## config.mk

```make
export PLATFORM = sky130hd
export DESIGN_NAME = vga_sync_decoder
export DESIGN_NICKNAME = d
export VERILOG_FILES = /design/src/rtl/vga_sync_decoder.sv
export SDC_FILE = /design/constraint.sdc
export NUM_CORES = 1
export LEC_CHECK = 0
export ABC_AREA = 1
export CAP_MARGIN = 30
export CORE_MARGIN = 2
export CORE_UTILIZATION = 40
export DETAILED_ROUTE_END_ITERATION = 7
export GPL_TIMING_DRIVEN = 0
export HOLD_SLACK_MARGIN = 0.15
export SKIP_CTS_REPAIR_TIMING = 1
export SLEW_MARGIN = 40
export SYNTH_ARGS = -nofsm -noshare
export SYNTH_HDL_FRONTEND = slang
export SYNTH_SLANG_ARGS = --single-unit
```

## constraint.sdc

```tcl
create_clock -name clk -period 2.7 [get_ports clk]
set_clock_uncertainty 0.05 [all_clocks]
set_input_delay 0.675 -clock clk [delete_from_list [all_inputs] [get_ports clk]]
set_output_delay 0.675 -clock clk [all_outputs]
set_load 0.05 [all_outputs]
```

## src/rtl/vga_sync_decoder.sv

```systemverilog
// Receive-side VGA timing checker: recovers pixel coordinates from sync/blank,
// validates line and frame geometry, checksums each frame and tracks lock.
module vga_sync_decoder #(
    parameter int H_ACTIVE    = 640,
    parameter int H_TOTAL     = 800,
    parameter int H_SYNC_W    = 96,
    parameter int V_ACTIVE    = 480,
    parameter int V_TOTAL     = 525,
    parameter int LOCK_FRAMES = 2
) (
    input  logic        clk,
    input  logic        rst,
    input  logic        hsync,
    input  logic        vsync,
    input  logic        blank_n,
    input  logic [7:0]  red,
    input  logic [7:0]  green,
    input  logic [7:0]  blue,
    output logic        pixel_valid,
    output logic [9:0]  pixel_x,
    output logic [9:0]  pixel_y,
    output logic [23:0] pixel_color,
    output logic        frame_done,
    output logic [15:0] frame_sum,
    output logic        locked,
    output logic        timing_err,
    output logic [3:0]  err_flags,
    output logic [7:0]  err_count
);

    localparam logic [10:0] H_TOTAL_C  = 11'(H_TOTAL);
    localparam logic [7:0]  H_SYNC_C   = 8'(H_SYNC_W);
    localparam logic [9:0]  H_ACTIVE_C = 10'(H_ACTIVE);
    localparam logic [9:0]  V_ACTIVE_C = 10'(V_ACTIVE);
    localparam logic [9:0]  V_TOTAL_C  = 10'(V_TOTAL);
    localparam logic [3:0]  LOCK_C     = 4'(LOCK_FRAMES);

    typedef enum logic [1:0] {
        ST_SEARCH = 2'd0,
        ST_SYNC   = 2'd1,
        ST_LOCKED = 2'd2
    } state_t;

    function automatic logic [10:0] sat_inc11(input logic [10:0] v);
        return (v == 11'h7FF) ? v : v + 11'd1;
    endfunction

    function automatic logic [9:0] sat_inc10(input logic [9:0] v);
        return (v == 10'h3FF) ? v : v + 10'd1;
    endfunction

    function automatic logic [7:0] sat_inc8(input logic [7:0] v);
        return (v == 8'hFF) ? v : v + 8'd1;
    endfunction

    state_t      state_q, state_d;
    logic        hs_q, hs_d, vs_q, vs_d, bn_q, bn_d;
    logic [10:0] h_cnt_q, h_cnt_d;
    logic [7:0]  hs_w_q, hs_w_d;
    logic [9:0]  x_cnt_q, x_cnt_d, y_cnt_q, y_cnt_d, line_cnt_q, line_cnt_d;
    logic [15:0] sum_acc_q, sum_acc_d;
    logic        h_armed_q, h_armed_d, frame_err_q, frame_err_d;
    logic [3:0]  good_q, good_d;
    logic        pixel_valid_q, pixel_valid_d, frame_done_q, frame_done_d;
    logic [9:0]  pixel_x_q, pixel_x_d, pixel_y_q, pixel_y_d;
    logic [23:0] pixel_color_q, pixel_color_d;
    logic [15:0] frame_sum_q, frame_sum_d;
    logic        locked_q, locked_d, timing_err_q, timing_err_d;
    logic [3:0]  err_flags_q, err_flags_d;
    logic [7:0]  err_count_q, err_count_d;

    logic        hs_fall_s, hs_rise_s, vs_fall_s, bn_fall_s, chk_s, valid_s;
    logic        any_err_s, frame_clean_s;
    logic [3:0]  err_s;
    logic [9:0]  x_base_s;
    logic [15:0] pix_sum_s;

    // Edge detection, timing checks, counters, FSM and output staging.
    always_comb begin
        hs_d      = hsync;
        vs_d      = vsync;
        bn_d      = blank_n;
        hs_fall_s = hs_q & ~hsync;
        hs_rise_s = ~hs_q & hsync;
        vs_fall_s = vs_q & ~vsync;
        bn_fall_s = bn_q & ~blank_n;
        chk_s     = (state_q != ST_SEARCH);
        valid_s   = blank_n & chk_s;
        x_base_s  = hs_fall_s ? 10'd0 : x_cnt_q;
        pix_sum_s = 16'(red) + 16'(green) + 16'(blue);

        err_s    = 4'd0;
        err_s[0] = chk_s & h_armed_q & hs_fall_s & ((h_cnt_q + 11'd1) != H_TOTAL_C);
        err_s[1] = chk_s & hs_rise_s & (hs_w_q != H_SYNC_C);
        err_s[2] = chk_s & bn_fall_s & (x_cnt_q != H_ACTIVE_C);
        err_s[3] = chk_s & vs_fall_s & ((line_cnt_q != V_TOTAL_C) | (y_cnt_q != V_ACTIVE_C));
        any_err_s     = |err_s;
        frame_clean_s = ~frame_err_q & ~any_err_s;

        h_cnt_d   = hs_fall_s ? 11'd0 : sat_inc11(h_cnt_q);
        hs_w_d    = hsync ? 8'd0 : sat_inc8(hs_w_q);
        x_cnt_d   = blank_n ? sat_inc10(x_base_s) : x_base_s;
        h_armed_d = h_armed_q | hs_fall_s;

        // A pixel or hsync fall coincident with vsync fall belongs to the new frame.
        if (vs_fall_s) begin
            y_cnt_d     = 10'd0;
            line_cnt_d  = hs_fall_s ? 10'd1 : 10'd0;
            sum_acc_d   = valid_s ? pix_sum_s : 16'd0;
            frame_err_d = 1'b0;
        end else begin
            y_cnt_d     = bn_fall_s ? sat_inc10(y_cnt_q) : y_cnt_q;
            line_cnt_d  = hs_fall_s ? sat_inc10(line_cnt_q) : line_cnt_q;
            sum_acc_d   = valid_s ? (sum_acc_q + pix_sum_s) : sum_acc_q;
            frame_err_d = frame_err_q | any_err_s;
        end

        state_d = state_q;
        good_d  = good_q;
        case (state_q)
            ST_SEARCH: begin
                if (vs_fall_s) begin
                    state_d = ST_SYNC;
                    good_d  = 4'd0;
                end else begin
                    state_d = ST_SEARCH;
                end
            end
            ST_SYNC: begin
                if (vs_fall_s && frame_clean_s) begin
                    if ((good_q + 4'd1) >= LOCK_C) begin
                        state_d = ST_LOCKED;
                        good_d  = LOCK_C;
                    end else begin
                        good_d  = good_q + 4'd1;
                    end
                end else if (vs_fall_s) begin
                    good_d = 4'd0;
                end else begin
                    good_d = good_q;
                end
            end
            ST_LOCKED: begin
                if (any_err_s) begin
                    state_d = ST_SYNC;
                    good_d  = 4'd0;
                end else begin
                    state_d = ST_LOCKED;
                end
            end
            default: begin
                state_d = ST_SEARCH;
                good_d  = 4'd0;
            end
        endcase

        pixel_valid_d = valid_s;
        pixel_x_d     = valid_s ? x_base_s : 10'd0;
        pixel_y_d     = valid_s ? y_cnt_q : 10'd0;
        pixel_color_d = valid_s ? {red, green, blue} : 24'd0;
        frame_done_d  = vs_fall_s & chk_s;
        frame_sum_d   = frame_done_d ? sum_acc_q : frame_sum_q;
        locked_d      = (state_q == ST_LOCKED);
        timing_err_d  = any_err_s;
        err_flags_d   = err_flags_q | err_s;
        err_count_d   = any_err_s ? sat_inc8(err_count_q) : err_count_q;
    end

    // State and output registers; previous-sample flops reset high so no edge fires on release.
    always_ff @(posedge clk or negedge rst) begin
        if (!rst) begin
            state_q       <= ST_SEARCH;
            hs_q          <= 1'b1;
            vs_q          <= 1'b1;
            bn_q          <= 1'b1;
            h_cnt_q       <= 11'd0;
            hs_w_q        <= 8'd0;
            x_cnt_q       <= 10'd0;
            y_cnt_q       <= 10'd0;
            line_cnt_q    <= 10'd0;
            sum_acc_q     <= 16'd0;
            h_armed_q     <= 1'b0;
            frame_err_q   <= 1'b0;
            good_q        <= 4'd0;
            pixel_valid_q <= 1'b0;
            pixel_x_q     <= 10'd0;
            pixel_y_q     <= 10'd0;
            pixel_color_q <= 24'd0;
            frame_done_q  <= 1'b0;
            frame_sum_q   <= 16'd0;
            locked_q      <= 1'b0;
            timing_err_q  <= 1'b0;
            err_flags_q   <= 4'd0;
            err_count_q   <= 8'd0;
        end else begin
            state_q       <= state_d;
            hs_q          <= hs_d;
            vs_q          <= vs_d;
            bn_q          <= bn_d;
            h_cnt_q       <= h_cnt_d;
            hs_w_q        <= hs_w_d;
            x_cnt_q       <= x_cnt_d;
            y_cnt_q       <= y_cnt_d;
            line_cnt_q    <= line_cnt_d;
            sum_acc_q     <= sum_acc_d;
            h_armed_q     <= h_armed_d;
            frame_err_q   <= frame_err_d;
            good_q        <= good_d;
            pixel_valid_q <= pixel_valid_d;
            pixel_x_q     <= pixel_x_d;
            pixel_y_q     <= pixel_y_d;
            pixel_color_q <= pixel_color_d;
            frame_done_q  <= frame_done_d;
            frame_sum_q   <= frame_sum_d;
            locked_q      <= locked_d;
            timing_err_q  <= timing_err_d;
            err_flags_q   <= err_flags_d;
            err_count_q   <= err_count_d;
        end
    end

    assign pixel_valid = pixel_valid_q;
    assign pixel_x     = pixel_x_q;
    assign pixel_y     = pixel_y_q;
    assign pixel_color = pixel_color_q;
    assign frame_done  = frame_done_q;
    assign frame_sum   = frame_sum_q;
    assign locked      = locked_q;
    assign timing_err  = timing_err_q;
    assign err_flags   = err_flags_q;
    assign err_count   = err_count_q;

endmodule

```

# --- After elaboration in Yosys (flattened, before gate mapping) ---
# Cells that the tools add are included.
word_totals:
  register_bits: 152
  output_inout_bits: 76
  wordCells: 122
classes:
  reduce_logical: 11
  n_addsub: 10
  bitwise_logic: 26
  magnitude_cmp: 1
  n_eq_ne: 20
  muxes: 31
ops:
  columns: ["cell", "count"]
  rows:
  - ["$mux 10", 12]
  - ["$mux 16", 2]
  - ["$add 10x1->10 const B", 3]
  - ["$eq 10x10->1 const B", 3]
  - ["$mux 24", 1]
  - ["$mux 11", 2]
  - ["$ne 10x10->1 const B", 2]
  - ["$add 16x10->16", 1]
  - ["$add 8x1->8 const B", 2]
  - ["$eq 8x8->1 const B", 2]
  - ["$mux 4", 4]
  - ["$mux 8", 2]
  - ["$and 1x1->1", 15]
  - ["$ne 2x2->1 const B", 6]
  - ["$pmux 4 s3", 1]
  - ["$add 11x1->11 const B", 1]
  - ["$eq 11x11->1 const B", 1]
  - ["$ne 11x10->1 const B", 1]
  - ["$add 9x8->10", 1]
  - ["$ne 10x9->1 const B", 1]
  - ["$add 8x8->9", 1]
  - ["$ne 8x7->1 const B", 1]
  - ["$reduce_and 2->1", 4]
  - ["$reduce_bool 2->1", 4]
  - ["14 further kinds", 26]

# --- Longest topological paths before layout ---
depth:
  depth_word: 10
  depth_mapped: 23
  depth_no_buf: 23

# --- Worst setup path before layout ---
# No wires, ideal clock.
synth_path:
  path_type: "input -> register"
  startpoint: "input port red[1]"
  endpoint: "register sum_acc_q[15]"
  path_buffers: 0
  required_ns: 2.533
  t_arrival_ns: 3.589
  setup_slack_ns: -1.056
  path_stages: 22
  path_cell_list: "inv_1 fa_1 inv_1 ha_1 fa_1 a21oi_1 o21ai_0 nand2_1 nand2_1 nand2_1 nand3_1 nand2_1 inv_1 ha_1 nand2_1 nor2_1 and3_1 a211o_1 nand3_1 nand2_1 nand2_1 nor2_1"
synth_via:
  elab_chain_cells: 5
synth_lines:
  columns: ["element", "line_no", "rtl"]
  rows:
  - ["from (decl)", "16", "input logic [7:0] red,"]
  - ["$add 8x8->9", "90", "pix_sum_s = 16'(red) + 16'(green) + 16'(blue);"]
  - ["$add 9x8->10", "90", null]
  - ["$add 16x10->16", "114", "sum_acc_d = valid_s ? (sum_acc_q + pix_sum_s) : sum_acc_q;"]
  - ["$mux 16", "114", null]
  - ["$mux 16", "106", "if (vs_fall_s) begin"]
  - ["to (signal assigned)", "205", "sum_acc_q <= sum_acc_d;"]
  - ["to (decl)", "61", "logic [15:0] sum_acc_q, sum_acc_d;"]
# Every way passes these cells. The select of a mux whose other input is x is not followed.
# A chain may end at the register's enable or synchronous reset.

# --- Final worst setup path ---
layout_path:
  startpoint: "input port green[1]"
  endpoint: "register sum_acc_q[10]"
layout_via:
  elab_chain_cells: 5
layout_lines:
  columns: ["element", "line_no", "rtl"]
  rows:
  - ["from (decl)", "17", "input logic [7:0] green,"]
  - ["$add 8x8->9", "90", null]
  - ["$add 9x8->10", "90", null]
  - ["$add 16x10->16", "114", null]
  - ["$mux 16", "114", null]
  - ["$mux 16", "106", null]
# Every way passes these cells. The select of a mux whose other input is x is not followed.

==> reports/results.tsv <==
metric	value	unit
crit_top_cell	nand2_1	
drc	0	
p_per_area	815	nW/um2
synth_fp_nets	1003	
syn_area	7790	um2
cp_max_fo	4	
p_sw	0.00324	W
synth_compound_area_share	8.48	%
synth_xor_area_share	2.36	%
relSlewSlack	53.5	%
rrSetupSlack	0.34	ns
start_util	40.4	%
rsz0062_at_grt	yes	
synth_seq_cells	152	
synth_top_family_by_area	simple AND/OR/NAND/NOR gates	
rr_startpoint	vs_q$_DFF_PN1_	
fmax	292	MHz
final_nets	1146	
synthTopCellsByArea	dfrtp_1, nand2_1, inv_1	
worstSetupPathType	in -> reg	
synth-seq-area-share	48.9	%
seqPwrFrac	33.5	%
grt_pass1_wl	31700	um
drive_gt1_share	15.9	%
drv_cap	0	
worstPathCellList	buf_6 > inv_4 > fa_1 > inv_2 > ha_4 > fa_2 > a21oi_2 > o21ai_2 > nand2_1 > nand2_1 > nand2_2 > nand3_2 > nand2_2 > inv_2 > ha_4 > nand2_4 > nor3_4 > nand2_1 > nand3b_1 > a31o_4 > nand3_2 > nand2_1 > nor2_1	
rows	51	
r2r_cells	11	
worst_ep_arrival_time	3.69	ns
cp-end-kind	register	
yosysTopAreaCell	dfrtp_1	
status	finished, violations left	
whs_path_depth	2	
worst_pin_slew	0.697	ns
critPathMaxStageDelay	0.54	ns
hold_viol	0	
grt_antenna_before_repair	1	
gp_congestion	0.861	
intPower	0.00526	W
path_clk_slew	0.06	ns
coreArea	19300	um2
synth_edf_count	0	
clk_latency	0.42	ns
min_from	h_armed_q$_DFF_PN0_	
place_hpwl	14100	um
finalSetupViolCount	13	
synth_fa_ha_area_share	7.07	%
period_share	127	%
violations	setup timing	
firstDrtPassIters	4	
synth-simple-area-share	24.5	%
area_delta_synth_final	33.9	%
ir_drop	0.554	mV
viasPerCell	4.82	
wirelength	19700	um
htree_levels	4	
reg2reg_to	err_count[3]$_DFFE_PN0P_	
dieWidth	144	um
ant_nets	0	
cts_buffer_depth	2	
clock-sinks	152	
yosysUniqueCellTypes	44	
maxSlewViolCount	0	
final_util	54.1	%
fp.dieH	144	um
synth_top_area_share	47.9	%
dr_total_vias	6545	
cts_buffers	17	
switching_share	38.1	%
fin_ws	-0.728	ns
synthArstFlopShare	100	%
grt_max_degree	65	
grtUsageTotal	19.7	%
cts_root_buffer	clkbuf_16	
portBuffers	104	
min_period	3.43	ns
cts_tree	built	
yosys_warnings	0	
p_leak	5.07	nW
syn_inst	936	
post_drt_wl_per_cell	14.5	um
holdPathEnd	h_armed_q$_DFF_PN0_	
clkPwrFrac	26.8	%
muxShareOfSynthArea	0	%
hold_path.class	reg -> reg	
grt.overflow.total	0	
power_frac_comb	39.6	%
setup.worst_path.start_class	input pin	
crit_required	2.96	ns
design.portCount	105	
grt_pass1_vias	6185	
avgSynthCellArea	8.32	um2
synth-main-ff-cell	dfrtp_1	
die_area	20600	um2
drt_iter0_drc	267	
crit_slowest_cell	fa_1	
tns	-6.92	ns
[cell usage in the layout (no fill, tap or decap), types with 17 or more instances in the layout]
cell type / instances
a21oi_1: 20
nor3_1: 17
clkbuf_16: 17
nor2_1: 108
dlymetal6s2s_1: 20
o21ai_0: 46
clkdlybuf4s50_1: 79
nand2_1: 174
nand3_1: 64
inv_1: 138
dfrtp_1: 149
[worst max-delay path: cells and delay by family]
kind | cells | cell delay, ns
simple gates | 12 | 0.99
compound gates | 3 | 0.44
buf+inv | 4 | 0.21
fa+ha+maj | 4 | 1.35
[cells by family after synthesis]
logic type,Yosys count
buf+inv,176
xor+xnor,21
flops,152
simple gates,430
compound gates,119
fa+ha+maj,38
[synth_stat cells, types with 5 or more instances]
library cell,count
nand2_1,185
clkbuf_1,9
xor2_1,18
o21ai_0,59
nand4_1,10
inv_1,154
nand3_1,73
a211oi_1,5
fa_1,10
dfrtp_1,149
a21oi_1,28
a31oi_1,6
nor3_1,19
o22ai_1,6
nor4_1,6
nor2_2,6
buf_2,6
nand2_4,6
nor2_1,110
ha_1,28
[state kept, by name, indices dropped and copies added, names as in the netlist, 2 cells and up]
signal and count:
x_cnt_q 10, h_cnt_q 11, err_flags 4, line_cnt_q 10
y_cnt_q 10, frame_sum 16, state_q 2, pixel_color 24
pixel_x 10, good_q 4, sum_acc_q 16, hs_w_q 8
pixel_y 10, err_count 8
[power groups by stage]
stage | registers, W | logic [W] | clock network (W)
after CTS | 0.00284 | 0.00277 | 0.00232
final | 0.00285 | 0.00337 | 0.00228
after floorplan | 0.00332 | 0.00149 | 0
after global placement | 0.00287 | 0.00272 | 0
after global routing | 0.00289 | 0.00369 | 0.00243
after detailed placement | 0.00288 | 0.00276 | 0
[per-layer routing]
metal  vias up  routed length (um)  GRT usage (%)  part of all wire [%]
met2       142                8940           30.2                    45
met3        20                1180           5.26                   6.0
met1      3115                9320           27.8                    47
met5         -                   0              0                     0
li1       3268                   -              -                     -
met4         0                 230           5.16                   1.2
[how the worst max path moves through the flow]
stage                  start                         to  slack [ns]  cells past startpoint
global placement         rst  frame_sum[12]$_DFFE_PN0P_       -5.53                      1
CTS                  blue[1]  sum_acc_q[15]$_DFFE_PN0P_       -1.32                     23
finish              green[1]  sum_acc_q[10]$_DFFE_PN0P_       -0.73                     23
global route        green[1]  sum_acc_q[10]$_DFFE_PN0P_       -0.91                     23
detailed placement   blue[1]  sum_acc_q[15]$_DFFE_PN0P_       -1.74                     23
floorplan            blue[1]  sum_acc_q[15]$_DFFE_PN0P_       -0.83                     23
[cell type report]
cell class / count / area (um2)
diodes: 1 / 2.50
plain buffers: 17 / 78.8
clock buffers: 20 / 457
clock inverters: 11 / 98.8
fillers: 1832 / 8840
inverters: 159 / 617
multi-input cells: 608 / 3750
flip-flops and latches: 152 / 3810
well taps: 265 / 332
repair buffers: 124 / 1280
[through the flow]
stage | hold WS (ns) | total power [W] | instances | instance area, um2 | worst slack (ns)
after floorplan | 0.329 | 0.00481 | 936 | 7910 | -0.834
after global placement | 0.389 | 0.00559 | 1305 | 9280 | -5.53
after detailed placement | 0.393 | 0.00564 | 1307 | 9340 | -1.74
after CTS | 0.0723 | 0.00793 | 1338 | 9890 | -1.32
after global routing | 0.419 | 0.00901 | 1357 | 10400 | -0.912
final | 0.402 | 0.00850 | 1357 | 10400 | -0.728
Power figures use the tool's default switching activity.
